**src/rtl/chi_best_sel.sv**
```systemverilog
// Chi-square selector: snapshots NCHAN chi values, then returns either a
// chosen channel or the minimum valid chi, with a pass/fail against a threshold.
module chi_best_sel #(
    parameter int PARAMETERBITS = 14,
    parameter int NCHAN         = 4,
    parameter int IDXW          = 2
) (
    input  logic                           CLOCK,
    input  logic                           RESET_N,
    input  logic                           START,
    input  logic [1:0]                     MODE,
    input  logic [IDXW-1:0]                SEL,
    input  logic [NCHAN*PARAMETERBITS-1:0] CHI_IN,
    input  logic [NCHAN-1:0]               CHI_VALID,
    input  logic [PARAMETERBITS-1:0]       THRESH,
    output logic                           BUSY,
    output logic                           DONE,
    output logic [PARAMETERBITS-1:0]       CHI,
    output logic [IDXW-1:0]                CHI_IDX,
    output logic                           PASS,
    output logic                           NONE,
    output logic [1:0]                     DBG_STATE
);

    // Handshake: START is a request honoured only while the FSM is idle; any
    // START seen while busy is dropped. DONE is a one-cycle strobe marking the
    // cycle in which CHI/CHI_IDX/PASS/NONE carry a fresh result.

    typedef enum logic [1:0] {
        S_IDLE   = 2'd0,
        S_SCAN   = 2'd1,
        S_FINISH = 2'd2
    } state_t;

    localparam logic [IDXW-1:0] LAST_IDX = IDXW'(NCHAN - 1);

    state_t                           state_q, state_d;
    logic [NCHAN*PARAMETERBITS-1:0]   chi_sh_q, chi_sh_d;
    logic [NCHAN-1:0]                 vld_sh_q, vld_sh_d;
    logic [PARAMETERBITS-1:0]         thr_q, thr_d;
    logic                             min_mode_q, min_mode_d;
    logic [IDXW-1:0]                  sel_q, sel_d;
    logic [IDXW-1:0]                  cnt_q, cnt_d;
    logic [PARAMETERBITS-1:0]         best_q, best_d;
    logic [IDXW-1:0]                  best_idx_q, best_idx_d;
    logic                             found_q, found_d;
    logic [PARAMETERBITS-1:0]         chi_q, chi_d;
    logic [IDXW-1:0]                  idx_q, idx_d;
    logic                             pass_q, pass_d;
    logic                             none_q, none_d;
    logic                             done_q, done_d;
    logic                             busy_q, busy_d;

    logic [PARAMETERBITS-1:0]         cur_chi, fix_chi;
    logic                             cur_vld, fix_vld;

    // Channel muxes for the scan pointer and the fixed-mode selection.
    always_comb begin
        cur_chi = '0;
        cur_vld = 1'b0;
        fix_chi = '0;
        fix_vld = 1'b0;
        for (int k = 0; k < NCHAN; k++) begin
            if (cnt_q == IDXW'(k)) begin
                cur_chi = chi_sh_q[k*PARAMETERBITS +: PARAMETERBITS];
                cur_vld = vld_sh_q[k];
            end
            if (sel_q == IDXW'(k)) begin
                fix_chi = chi_sh_q[k*PARAMETERBITS +: PARAMETERBITS];
                fix_vld = vld_sh_q[k];
            end
        end
    end

    always_comb begin
        state_d    = state_q;
        chi_sh_d   = chi_sh_q;
        vld_sh_d   = vld_sh_q;
        thr_d      = thr_q;
        min_mode_d = min_mode_q;
        sel_d      = sel_q;
        cnt_d      = cnt_q;
        best_d     = best_q;
        best_idx_d = best_idx_q;
        found_d    = found_q;
        chi_d      = chi_q;
        idx_d      = idx_q;
        pass_d     = pass_q;
        none_d     = none_q;
        done_d     = 1'b0;

        case (state_q)
            S_IDLE: begin
                if (START) begin
                    chi_sh_d   = CHI_IN;
                    vld_sh_d   = CHI_VALID;
                    thr_d      = THRESH;
                    min_mode_d = (MODE == 2'b01);
                    // Out-of-range indices fall back to channel 0 at capture.
                    sel_d      = (int'(SEL) >= NCHAN) ? '0 : SEL;
                    if (MODE == 2'b01) begin
                        state_d    = S_SCAN;
                        cnt_d      = '0;
                        best_d     = '1;
                        best_idx_d = '0;
                        found_d    = 1'b0;
                    end else begin
                        state_d = S_FINISH;
                    end
                end
            end
            S_SCAN: begin
                // Strict less-than so the lowest index wins a tie.
                if (cur_vld && (!found_q || (cur_chi < best_q))) begin
                    best_d     = cur_chi;
                    best_idx_d = cnt_q;
                    found_d    = 1'b1;
                end
                if (cnt_q == LAST_IDX) begin
                    state_d = S_FINISH;
                end else begin
                    cnt_d = cnt_q + 1'b1;
                end
            end
            S_FINISH: begin
                done_d  = 1'b1;
                state_d = S_IDLE;
                if (min_mode_q) begin
                    chi_d  = best_q;
                    idx_d  = best_idx_q;
                    none_d = !found_q;
                    pass_d = found_q && (best_q <= thr_q);
                end else begin
                    chi_d  = fix_chi;
                    idx_d  = sel_q;
                    none_d = !fix_vld;
                    pass_d = fix_vld && (fix_chi <= thr_q);
                end
            end
            default: state_d = S_IDLE;
        endcase
    end

    // BUSY covers the whole transaction including the DONE cycle.
    assign busy_d = (state_d != S_IDLE) || done_d;

    always_ff @(posedge CLOCK or negedge RESET_N) begin
        if (!RESET_N) begin
            state_q    <= S_IDLE;
            chi_sh_q   <= '0;
            vld_sh_q   <= '0;
            thr_q      <= '0;
            min_mode_q <= 1'b0;
            sel_q      <= '0;
            cnt_q      <= '0;
            best_q     <= '0;
            best_idx_q <= '0;
            found_q    <= 1'b0;
            chi_q      <= '0;
            idx_q      <= '0;
            pass_q     <= 1'b0;
            none_q     <= 1'b0;
            done_q     <= 1'b0;
            busy_q     <= 1'b0;
        end else begin
            state_q    <= state_d;
            chi_sh_q   <= chi_sh_d;
            vld_sh_q   <= vld_sh_d;
            thr_q      <= thr_d;
            min_mode_q <= min_mode_d;
            sel_q      <= sel_d;
            cnt_q      <= cnt_d;
            best_q     <= best_d;
            best_idx_q <= best_idx_d;
            found_q    <= found_d;
            chi_q      <= chi_d;
            idx_q      <= idx_d;
            pass_q     <= pass_d;
            none_q     <= none_d;
            done_q     <= done_d;
            busy_q     <= busy_d;
        end
    end

    assign BUSY      = busy_q;
    assign DONE      = done_q;
    assign CHI       = chi_q;
    assign CHI_IDX   = idx_q;
    assign PASS      = pass_q;
    assign NONE      = none_q;
    assign DBG_STATE = state_q;

endmodule

```
**config.mk**
```make
export PLATFORM = sky130hd
export DESIGN_NAME = chi_best_sel
export DESIGN_NICKNAME = d
export VERILOG_FILES = /design/src/rtl/chi_best_sel.sv
export SDC_FILE = /design/constraint.sdc
export NUM_CORES = 1
export LEC_CHECK = 0
export ABC_AREA = 1
export ABC_CLOCK_PERIOD_IN_PS = 8780
export BUFFER_PORTS_ARGS = -buffer_cell sky130_fd_sc_hd__buf_2
export CORE_UTILIZATION = 25
export DETAILED_ROUTE_END_ITERATION = 7
export PLACE_DENSITY = 0.53
export SLEW_MARGIN = 5
export SYNTH_ARGS = -nofsm -noshare
export SYNTH_HDL_FRONTEND = slang
export SYNTH_SLANG_ARGS = --single-unit
```
**constraint.sdc**
```tcl
create_clock -name CLOCK -period 8.78 [get_ports CLOCK]
set_clock_uncertainty 0.2 [all_clocks]
set_input_delay 1.756 -clock CLOCK [delete_from_list [all_inputs] [get_ports CLOCK]]
set_output_delay 1.756 -clock CLOCK [all_outputs]
set_load 0.01 [all_outputs]
```
==> results of run 1 <==
## flip-flops by register name, summed over array words and instances, names as in the netlist, 2 cells and up
| signal | count |
|---|---|
| DBG_STATE | 2 |
| best_idx_q | 2 |
| CHI | 14 |
| vld_sh_q | 4 |
| CHI_IDX | 2 |
| thr_q | 14 |
| sel_q | 2 |
| cnt_q | 2 |
| best_q | 14 |
| chi_sh_q | 56 |
## cell usage in the layout, fill, tap and decap left out, types with 2 or more instances in the layout
cell type	instances
nand2_1	252
dfrtp_1	118
buf_2	101
inv_1	100
o21ai_0	90
a21oi_1	58
ha_1	45
nor2_1	36
nand3_1	26
clkbuf_16	17
o22ai_1	16
o221ai_1	13
and2_1	12
nand2_2	12
o211ai_1	9
clkinv_2	6
buf_4	6
o21ai_1	4
bufinv_16	4
inv_2	3
nor3_1	3
o2111ai_1	2
clkinv_1	2
nand2_4	2
nand4_1	2
clkbuf_8	2
clkinvlp_4	2
## through the flow
| stage | power (uW) | instances | util, % |
|---|---|---|---|
| finish | 3490 | 1286 | 30.9 |
| global route | 3820 | 1286 | 30.9 |
| CTS | 3510 | 1286 | 30.9 |
| detailed placement | 2740 | 1254 | 28.5 |
| global placement | 2710 | 1254 | 28.5 |
| floorplan | 2190 | 850 | - |
## worst max path at each step
stage                        start         end  cells after the start
final                     cnt_q[1]   best_q[3]                     19
after CTS                 cnt_q[1]   best_q[3]                     19
after floorplan           cnt_q[1]  best_q[10]                     20
after detailed placement     START    cnt_q[0]                     10
after global routing      cnt_q[1]  best_q[10]                     17
after global placement       START    cnt_q[1]                     10
## layer usage
metal	share of wire (%)	global-route usage [%]
met1	50	22.7
met2	43	21.7
met5	0	0
met4	0.62	4.09
met3	6.8	3.74
## layout make-up
type	instances	share of cell area [%]
multi-input combinational	588	38.4
sequential	118	36.8
timing repair buffer	107	6.85
clock buffer	19	5.64
tap	335	5.22
inverter	106	4.97
clock inverter	13	2.21
## cells by family after synthesis
| group | after synthesis | synth area share, % |
|---|---|---|
| AO/OA/AOI/OAI | 196 | 16.5 |
| flip-flops | 118 | 44.7 |
| adder cells (fa/ha/maj) | 45 | 8.52 |
| AND/OR/NAND/NOR | 347 | 21.6 |
| buffers and inverters | 144 | 8.69 |
## worst min-delay path, cell delays in order, from the launching register on
cell	delay [ns]
dfrtp_1	0.35
nand2_1	0.05
nand2_1	0.05
## report_power, final
part | switching (uW) | internal (uW)
sequential | 211 | 808
combinational | 1100 | 610
clock | 263 | 488
total | 1580 | 1910
==> metrics.txt, run 1 <==
most common cell in the netlist nand2_1; CP Capture Type register; RD Place Congestion 0.819; Worst EP required 8.94 ns; status completed; DRC 0; Post-Syn Nets about 980; P_leak 0.00408 uW; CP max stage cell nand2_1; CTS clk-pin slew, worst paths 0.06 ns; Worst Min Path Start PASS; Worst Reg2Reg Path Length in Cells 19; vias in the first global route 5544; first-pass GRT wire length 31.0 mm; via count 5884; Vias/cell 4.58; post-DP HPWL 14.5 mm; Post-Place Cell Area 7400 um2; Worst slew margin approximately 39%; CP Buf/Inv Count 2; Synth area leader dfrtp_1; post-synthesis sequential area ratio ~45%; share of layout cells above drive strength 1 16.8%; WL per Instance 15.5 um; DRT Pass-1 Iters 6; Setup CP Type reg2reg; Syn Area/Cell 7.78 um2; pre-CTS WS 4.83 ns; asr flop ratio synth 100%; Hold EP PASS; crit share post-route 44.2%; cts hold-fix bufs 0; ANT nets after route 0; Die H 165 um; peak supply drop 0.000143 V; Starting Density 25.4%; PwrDens ~430 nW/um2; std cell rows 59; Synth top cells by count nand2_1, dfrtp_1, inv_1; Final Hold Fails 0; Worst Path Arrival 4.04 ns; Max Root-Sink Buffers 2; Ys Warns 0; Reg2Reg Capture Point best_q[3]; Slew Limit Fails 0; # fillers 2807; slowest stage delay, CP around 0.43 ns; GRT Util Overall 15.3%; Final Setup Violations 0; routed wire length between 15 and 20 mm; IO Pins about 100; Num CTS Buffers 17; crit-path cells inv_1 -> ha_1 -> inv_2 -> nand2_1 -> o22ai_1 -> nor2_1 -> o22ai_1 -> ha_1 -> nand2_1 -> nor2_1 -> a211oi_1 -> nand2_1 -> nand2_1 -> nand2_1 -> nand2_2 -> nand2_4 -> nand2_4 -> nand2_1 -> nand2_1; Overflow after GRT 0; fmax 0.258 GHz; Reg2Reg Setup Slack about 4.9 ns; worst skew pair latency 0.43 ns; CP dominant cell by count nand2_1; worst hold slack 0.282 ns; CP max FO 19; ANT cells 0; CTS resizes 0; Setup TNS 0 ns; startpoint types register; cell family with most CP delay simple AND/OR/NAND/NOR gates; reg2reg start cnt_q[1]; die span in x 165 um; Post-Syn Instances 850; Nets 1064; clock root cell clkbuf_16; initial antenna violation count 0; Yosys top cell area share 44.7%; TritonCTS clock tree yes; actual slew at the worst max-slew pin 0.912 ns; clk sinks 118; RSZ-0062 raised after global routing no; DRT iter0 DRCs 514; flops & latches, synth ~120; largest cells by area after synthesis dfrtp_1, nand2_1, ha_1; area of the mapped netlist approximately 6600 um2; core area 26000 um2; worst hold-check path type reg2reg; Syn-to-layout area delta 21.6%; Post-synth EDFFs 0; maxcap violations 0; Setup WS post-layout 4.90 ns; WHS Path Cells 2; ys flop type dfrtp_1; Tmin final just under 4 ns; # H-tree levels 4; post-synthesis cell type count 32; FF+latch area 2950 um2; IO Port Bufs slightly above 100; die area between 20000 and 30000 um2; area occupied by multi-input gates 3080 um2; final instance area about 8000 um2; largest net degree at the start of global routing 102; Post-CTS Setup Bufs 0
Power figures use the tool's default switching activity.
==> run 2: changes to the inputs <==
Settings changed: ABC_AREA 1 to 0, ABC_CLOCK_PERIOD_IN_PS 8780 to 3300, PLACE_DENSITY 0.53 to 0.54.
Clock period 8.78 ns to 3.3 ns, I/O delays scaled along.
==> metrics.txt, run 2 <==
status finished, violations left; failing checks negative setup slack; die span in x 164 um (-0.44%); IO Port Bufs 102 (unchanged); Post-synth EDFFs 0 (unchanged); CTS clk-pin slew, worst paths 0.06 ns (about the same); Yosys top cell area share 45.1% (+0.40 points); RSZ-0062 raised after global routing yes; Setup CP Type reg2reg; DRC 0 (unchanged); CP max stage cell dfrtp_1; RD Place Congestion 0.826 (+0.88%); ANT nets after route 0 (unchanged); most frequent cells in the layout dfrtp_1, buf_2, nand2_1; fmax 0.301 GHz (+17%); actual slew at the worst max-slew pin 0.820 ns (-0.0920 ns); worst skew pair latency 0.42 ns (about the same); CP Capture Type register; # H-tree levels 4 (unchanged); Worst EP required 3.40 ns (-5.54 ns); TritonCTS clock tree yes; Die H 164 um (-0.44%); Post-Place Cell Area 7700 um2 (+4.1%); worst hold slack 0.0734 ns (-0.209 ns); Post-Syn Instances 611 (-28%); cell-internal power 6300 uW (+230%); crit-path cells buf_6 -> ha_4 -> buf_12 -> nand3b_1 -> a21oi_2 -> a21oi_2 -> o21ai_2 -> ha_1 -> a211oi_2 -> o21ai_2 -> a2111oi_4 -> o22ai_4 -> buf_12 -> mux2_4; Final Setup Violations 14 (+14); GRT Util Overall 14.3% (-0.95 points); cts hold-fix bufs 0 (unchanged); worst hold-check path type in2async; asr flop ratio synth 100% (unchanged); vias in the first global route 5205 (-6.1%); GR peak layer met2; flops & latches, synth 118 (unchanged); post-synthesis cell type count 41 (+28%); Comb power frac 54.1% (+4.9 points); Slew Limit Fails 0 (unchanged); Final Hold Fails 0 (unchanged); Vias/cell 4.57 (about the same); crit share post-route 101% (+56 points); maxcap violations 0 (unchanged); Overflow after GRT 0 (unchanged); post-DP HPWL 13.2 mm (-9.2%); die area 26900 um2 (-0.88%); clock share of power 18.8% (-2.7 points); Worst slew margin 45.3% (+6.1 points); share of layout cells above drive strength 1 40.8% (+24 points); WL per Instance 16.7 um (+7.7%); peak supply drop 0.000568 V (+300%); clk sinks 118 (unchanged); DRT iter0 DRCs 294 (-43%); area occupied by multi-input gates 3510 um2 (+14%); Num CTS Buffers 17 (unchanged); first-pass GRT wire length 29.0 mm (-6.4%); switching share of power 39.1% (-6.2 points); Tmin final 3.32 ns (-0.563 ns); Starting Density 25.7% (+0.28 points); Worst Reg2Reg Path Length in Cells 14 (-5); CP max FO 8 (-11); FF+latch area 2950 um2 (unchanged); P_leak 0.00392 uW (-3.9%); Nets 873 (-18%); DRT Pass-1 Iters 4 (-2); # fillers 2580 (-8.1%); Ys Warns 0 (unchanged); Max Root-Sink Buffers 2 (unchanged); startpoint types register; commonest non-fill, non-tap cell in the layout dfrtp_1; via count 4980 (-15%); Syn-to-layout area delta 32.6%; Post-Syn Nets 737 (-24%); most common cell in the netlist dfrtp_1; grt met1 use 20.8% (-1.9 points); Net Sw Power 4050 uW (+160%); area of the mapped netlist 6550 um2 (-0.89%); std cell rows 58 (-1.7%); post-synthesis sequential area ratio 45.1% (+0.40 points); met3 Use GR 3.66% (-0.080 points); Synth area leader dfrtp_1; routed wire length 18.1 mm (-8.8%); Power Total 10300 uW (+200%); Syn Area/Cell 10.7 um2 (+38%); slowest stage delay, CP 0.41 ns (-0.02 ns); ys flop type dfrtp_1; Seq pwr share 27.1% (-2.2 points); met2 Track Usage GR 20.9% (-0.74 points); Worst Path Arrival 3.42 ns (-0.62 ns); PwrDens 1190 nW/um2 (+170%); largest net degree at the start of global routing 64 (-37%); initial antenna violation count 0 (unchanged); core area 25500 um2 (-2.0%); final instance area 8680 um2 (+8.1%); Synth top cells by count dfrtp_1, nand2_1, mux2_2; max reg flops 56 (unchanged); Biggest register chi_sh_q; Setup TNS -0.152 ns (-0.152 ns); ANT cells 0 (unchanged); IO Pins 103 (unchanged); Setup WS post-layout -0.0199 ns (-4.92 ns); largest cells by area after synthesis dfrtp_1, mux2_2, ha_1; clock root cell clkbuf_16
-- run 2: layer usage --
layer  wire [um]  share of wire, %
met5           0                 0
met4         233               1.3
met3         939               5.2
met2        7760                43
met1        9200                51
-- run 2: path summary, 6_finish.rpt --
path | start | end | slack [ns]
worst max-delay path | cnt_q[0] | best_q[4] | -0.02
worst min-delay path | RESET_N | CHI[4] | 0.07
worst max register to register | cnt_q[0] | best_q[4] | -0.02
worst min register to register | CHI_IDX[1] | CHI_IDX[1] | 0.27
max in group asynchronous | RESET_N | CHI_IDX[0] | 2.00
min in group CLOCK | THRESH[1] | thr_q[1] | 0.25
-- run 2: power groups by stage --
stage	Clock (uW)	Combinational (uW)	Sequential, uW
final	1950	5600	2800
after floorplan	0	3390	2590
after global placement	0	4830	2790
after CTS	1990	5540	2790
after detailed placement	0	4930	2810
after global routing	2050	6200	2900
-- run 2: repair_timing --
item,CTS,global route
endpoints found under the hold margin,0,0
pin swaps,12,10
setup endpoints to repair,16,16
resized for setup,39,21
cloned,3,1
setup buffers,9,3
-- run 2: worst max-delay path, delay by kind of cell (launching register included) --
kind                     cells  cell delay [ns]
AO/OA/AOI/OAI                7             1.24
AND/OR/NAND/NOR              1             0.17
adder cells (fa/ha/maj)      2             0.45
flip-flops                   1             0.41
multiplexers                 1             0.29
buffers and inverters        3             0.44
-- run 2: through the flow --
stage	worst slack (ns)	util (%)	instances
after floorplan	0.00561	-	611
after global placement	-0.0863	30.2	1046
after detailed placement	-0.220	30.2	1046
after CTS	-0.0687	33.9	1088
after global routing	-0.162	34.1	1089
final	-0.0199	34.1	1089
-- run 2: layout make-up --
| cell class | count | share of cell area, % |
|---|---|---|
| clock buffers | 23 | 5.74 |
| clock inverters | 8 | 1.38 |
| inverters | 39 | 1.69 |
| multi-input cells | 420 | 40.4 |
| flip-flops and latches | 118 | 34.0 |
| well taps | 330 | 4.76 |
| repair buffers | 151 | 12.0 |
-- run 2: logic make-up after synthesis --
kind of cell    count (synthesis)  synth area share [%]
simple gates                  153                  10.7
buf+inv                        73                  4.49
compound gates                126                  11.7
fa+ha+maj                      45                  8.60
flops                         118                  45.1
mux                            96                  19.5
==> run 3: changes to the inputs <==
Settings changed: SKIP_CTS_REPAIR_TIMING set to 1, SKIP_LAST_GASP set to 1.
==> metrics.txt, run 3 (synthesized netlist as in run 2, its figures left out) <==
Max Root-Sink Buffers 2 (unchanged); post-layout util 33.5% (-0.62 points); ANT nets after route 0 (unchanged); Vias/cell 4.55 (-0.42%); Setup CP Type reg2reg; commonest non-fill, non-tap cell in the layout dfrtp_1; cell family with most CP delay compound AO/OA/AOI/OAI gates; core area 25500 um2 (unchanged); Worst slew margin 45.5% (+0.17 points); clock root cell clkbuf_16; IO Pins 103 (unchanged); PwrDens 1170 nW/um2 (-1.5%); Tmin final 3.31 ns (-0.00665 ns); vias in the first global route 5025 (-3.5%); GR peak layer met1; CP Buf/Inv Count 4 (+1); first-pass GRT wire length 28.0 mm (-3.4%); CTS clk-pin slew, worst paths 0.06 ns (about the same); Power Total 10000 uW (-3.3%); Syn-to-layout area delta 30.1%; die span in x 164 um (unchanged); worst skew pair latency 0.42 ns (about the same); peak supply drop 0.000538 V (-5.3%); most frequent cells in the layout dfrtp_1, buf_2, nand2_1; CP dominant cell by count a21oi_1; Stages on worst setup path 15 (+1); Worst Path Arrival 3.41 ns (about the same); clk sinks 118 (unchanged); std cell rows 58 (unchanged); met2 Track Usage GR 19.5% (-1.4 points); Critical path origin cnt_q[0]; Overflow after GRT 0 (unchanged); die area 26900 um2 (unchanged); largest net degree at the start of global routing 64 (unchanged); fmax 0.302 GHz (+0.20%); GRT Util Overall 13.8% (-0.57 points); final instance area 8520 um2 (-1.8%); DRC 0 (unchanged); routed wire length 17.9 mm (-1.3%); status finished, violations left; maxcap violations 0 (unchanged); CP max FO 15 (+7); TritonCTS clock tree yes; Worst EP required 3.40 ns (about the same); initial antenna violation count 0 (unchanged); share of layout cells above drive strength 1 38.2% (-2.7 points); DRT iter0 DRCs 297 (+1.0%); actual slew at the worst max-slew pin 0.817 ns (-0.00262 ns); crit share post-route 100% (-0.20 points); DRT Pass-1 Iters 4 (unchanged); Post-Place Cell Area 7700 um2 (unchanged); ANT cells 0 (unchanged); WL per Instance 16.5 um (-0.65%); RSZ-0062 raised after global routing yes; max reg flops 56 (unchanged); P_leak 0.00385 uW (-1.8%); worst hold-check path type in2async; CP Capture Type register; failing checks negative setup slack; IO Port Bufs 102 (unchanged); Final Setup Violations 6 (-8); worst hold slack 0.0800 ns (+0.00662 ns); RD Place Congestion 0.826 (unchanged); Final Hold Fails 0 (unchanged); reg2reg start cnt_q[0]; Nets 866 (-0.80%); Setup WS post-layout -0.0133 ns (+0.00665 ns); Slew Limit Fails 0 (unchanged); grt met1 use 20.6% (-0.25 points); crit-path cells buf_4 -> ha_4 -> clkbuf_16 -> nand3b_1 -> a21oi_1 -> a21oi_1 -> o21ai_0 -> ha_1 -> a21oi_1 -> a21boi_0 -> a211oi_1 -> buf_4 -> o22ai_4 -> buf_12 -> mux2_2; via count 4927 (-1.1%); startpoint types register; Worst Reg2Reg Path Length in Cells 15 (+1); # H-tree levels 4 (unchanged); Starting Density 25.7% (unchanged); Biggest register chi_sh_q; Num CTS Buffers 17 (unchanged); met3 Use GR 3.61% (-0.051 points); pre-CTS WS -0.220 ns (unchanged); post-DP HPWL 13.2 mm (unchanged); CP max stage cell dfrtp_1; Die H 164 um (unchanged); slowest stage delay, CP 0.39 ns (-0.02 ns)
-- run 3: cell count changes in the layout (fill, tap and decap cells not counted), moves of 2 or more --
cell / previous run / this run
a21oi_2: 7 / 0
buf_6: 6 / 2
a21oi_1: 32 / 39
buf_4: 33 / 31
nand2_2: 2 / 0
o21ai_0: 30 / 33
nand2_4: 2 / 0
o21ai_2: 6 / 4
nand2_1: 88 / 92
-- run 3: path summary, 6_finish.rpt --
check	end	slack, ns
max	best_q[3]	-0.01
min	CHI[4]	0.08
max reg2reg	best_q[3]	-0.01
min reg2reg	CHI_IDX[1]	0.27
max in group asynchronous	CHI_IDX[0]	1.99
min in group CLOCK	thr_q[1]	0.25
-- run 3: area by class of cell --
type | count | area, um2
Fill cell | 2588 | 16900
Multi-Input combinational cell | 420 | 3420
Sequential cell | 118 | 2950
Timing Repair Buffer | 144 | 976
Clock buffer | 23 | 498
Tap cell | 330 | 413
Inverter | 39 | 146
Clock inverter | 8 | 120
-- run 3: metrics by stage --
stage               cells  TNS (ns)
finish               1082   -0.0571
global route         1082     -2.04
CTS                  1077     -3.47
detailed placement   1046     -3.00
global placement     1046     -1.08
floorplan             611         0
-- run 3: report_power, final --
group          total [uW]  switching [uW]  internal [uW]
registers            2790             617           2170
logic                5270            2630           2640
clock network        1940             664           1280
total               10000            3910           6090
-- run 3: layer usage --
| metal | up-vias | routed length [um] |
|---|---|---|
| li1 | 2435 | - |
| met1 | 2364 | 9250 |
| met2 | 114 | 7640 |
| met3 | 14 | 854 |
| met4 | 0 | 159 |
| met5 | - | 0 |
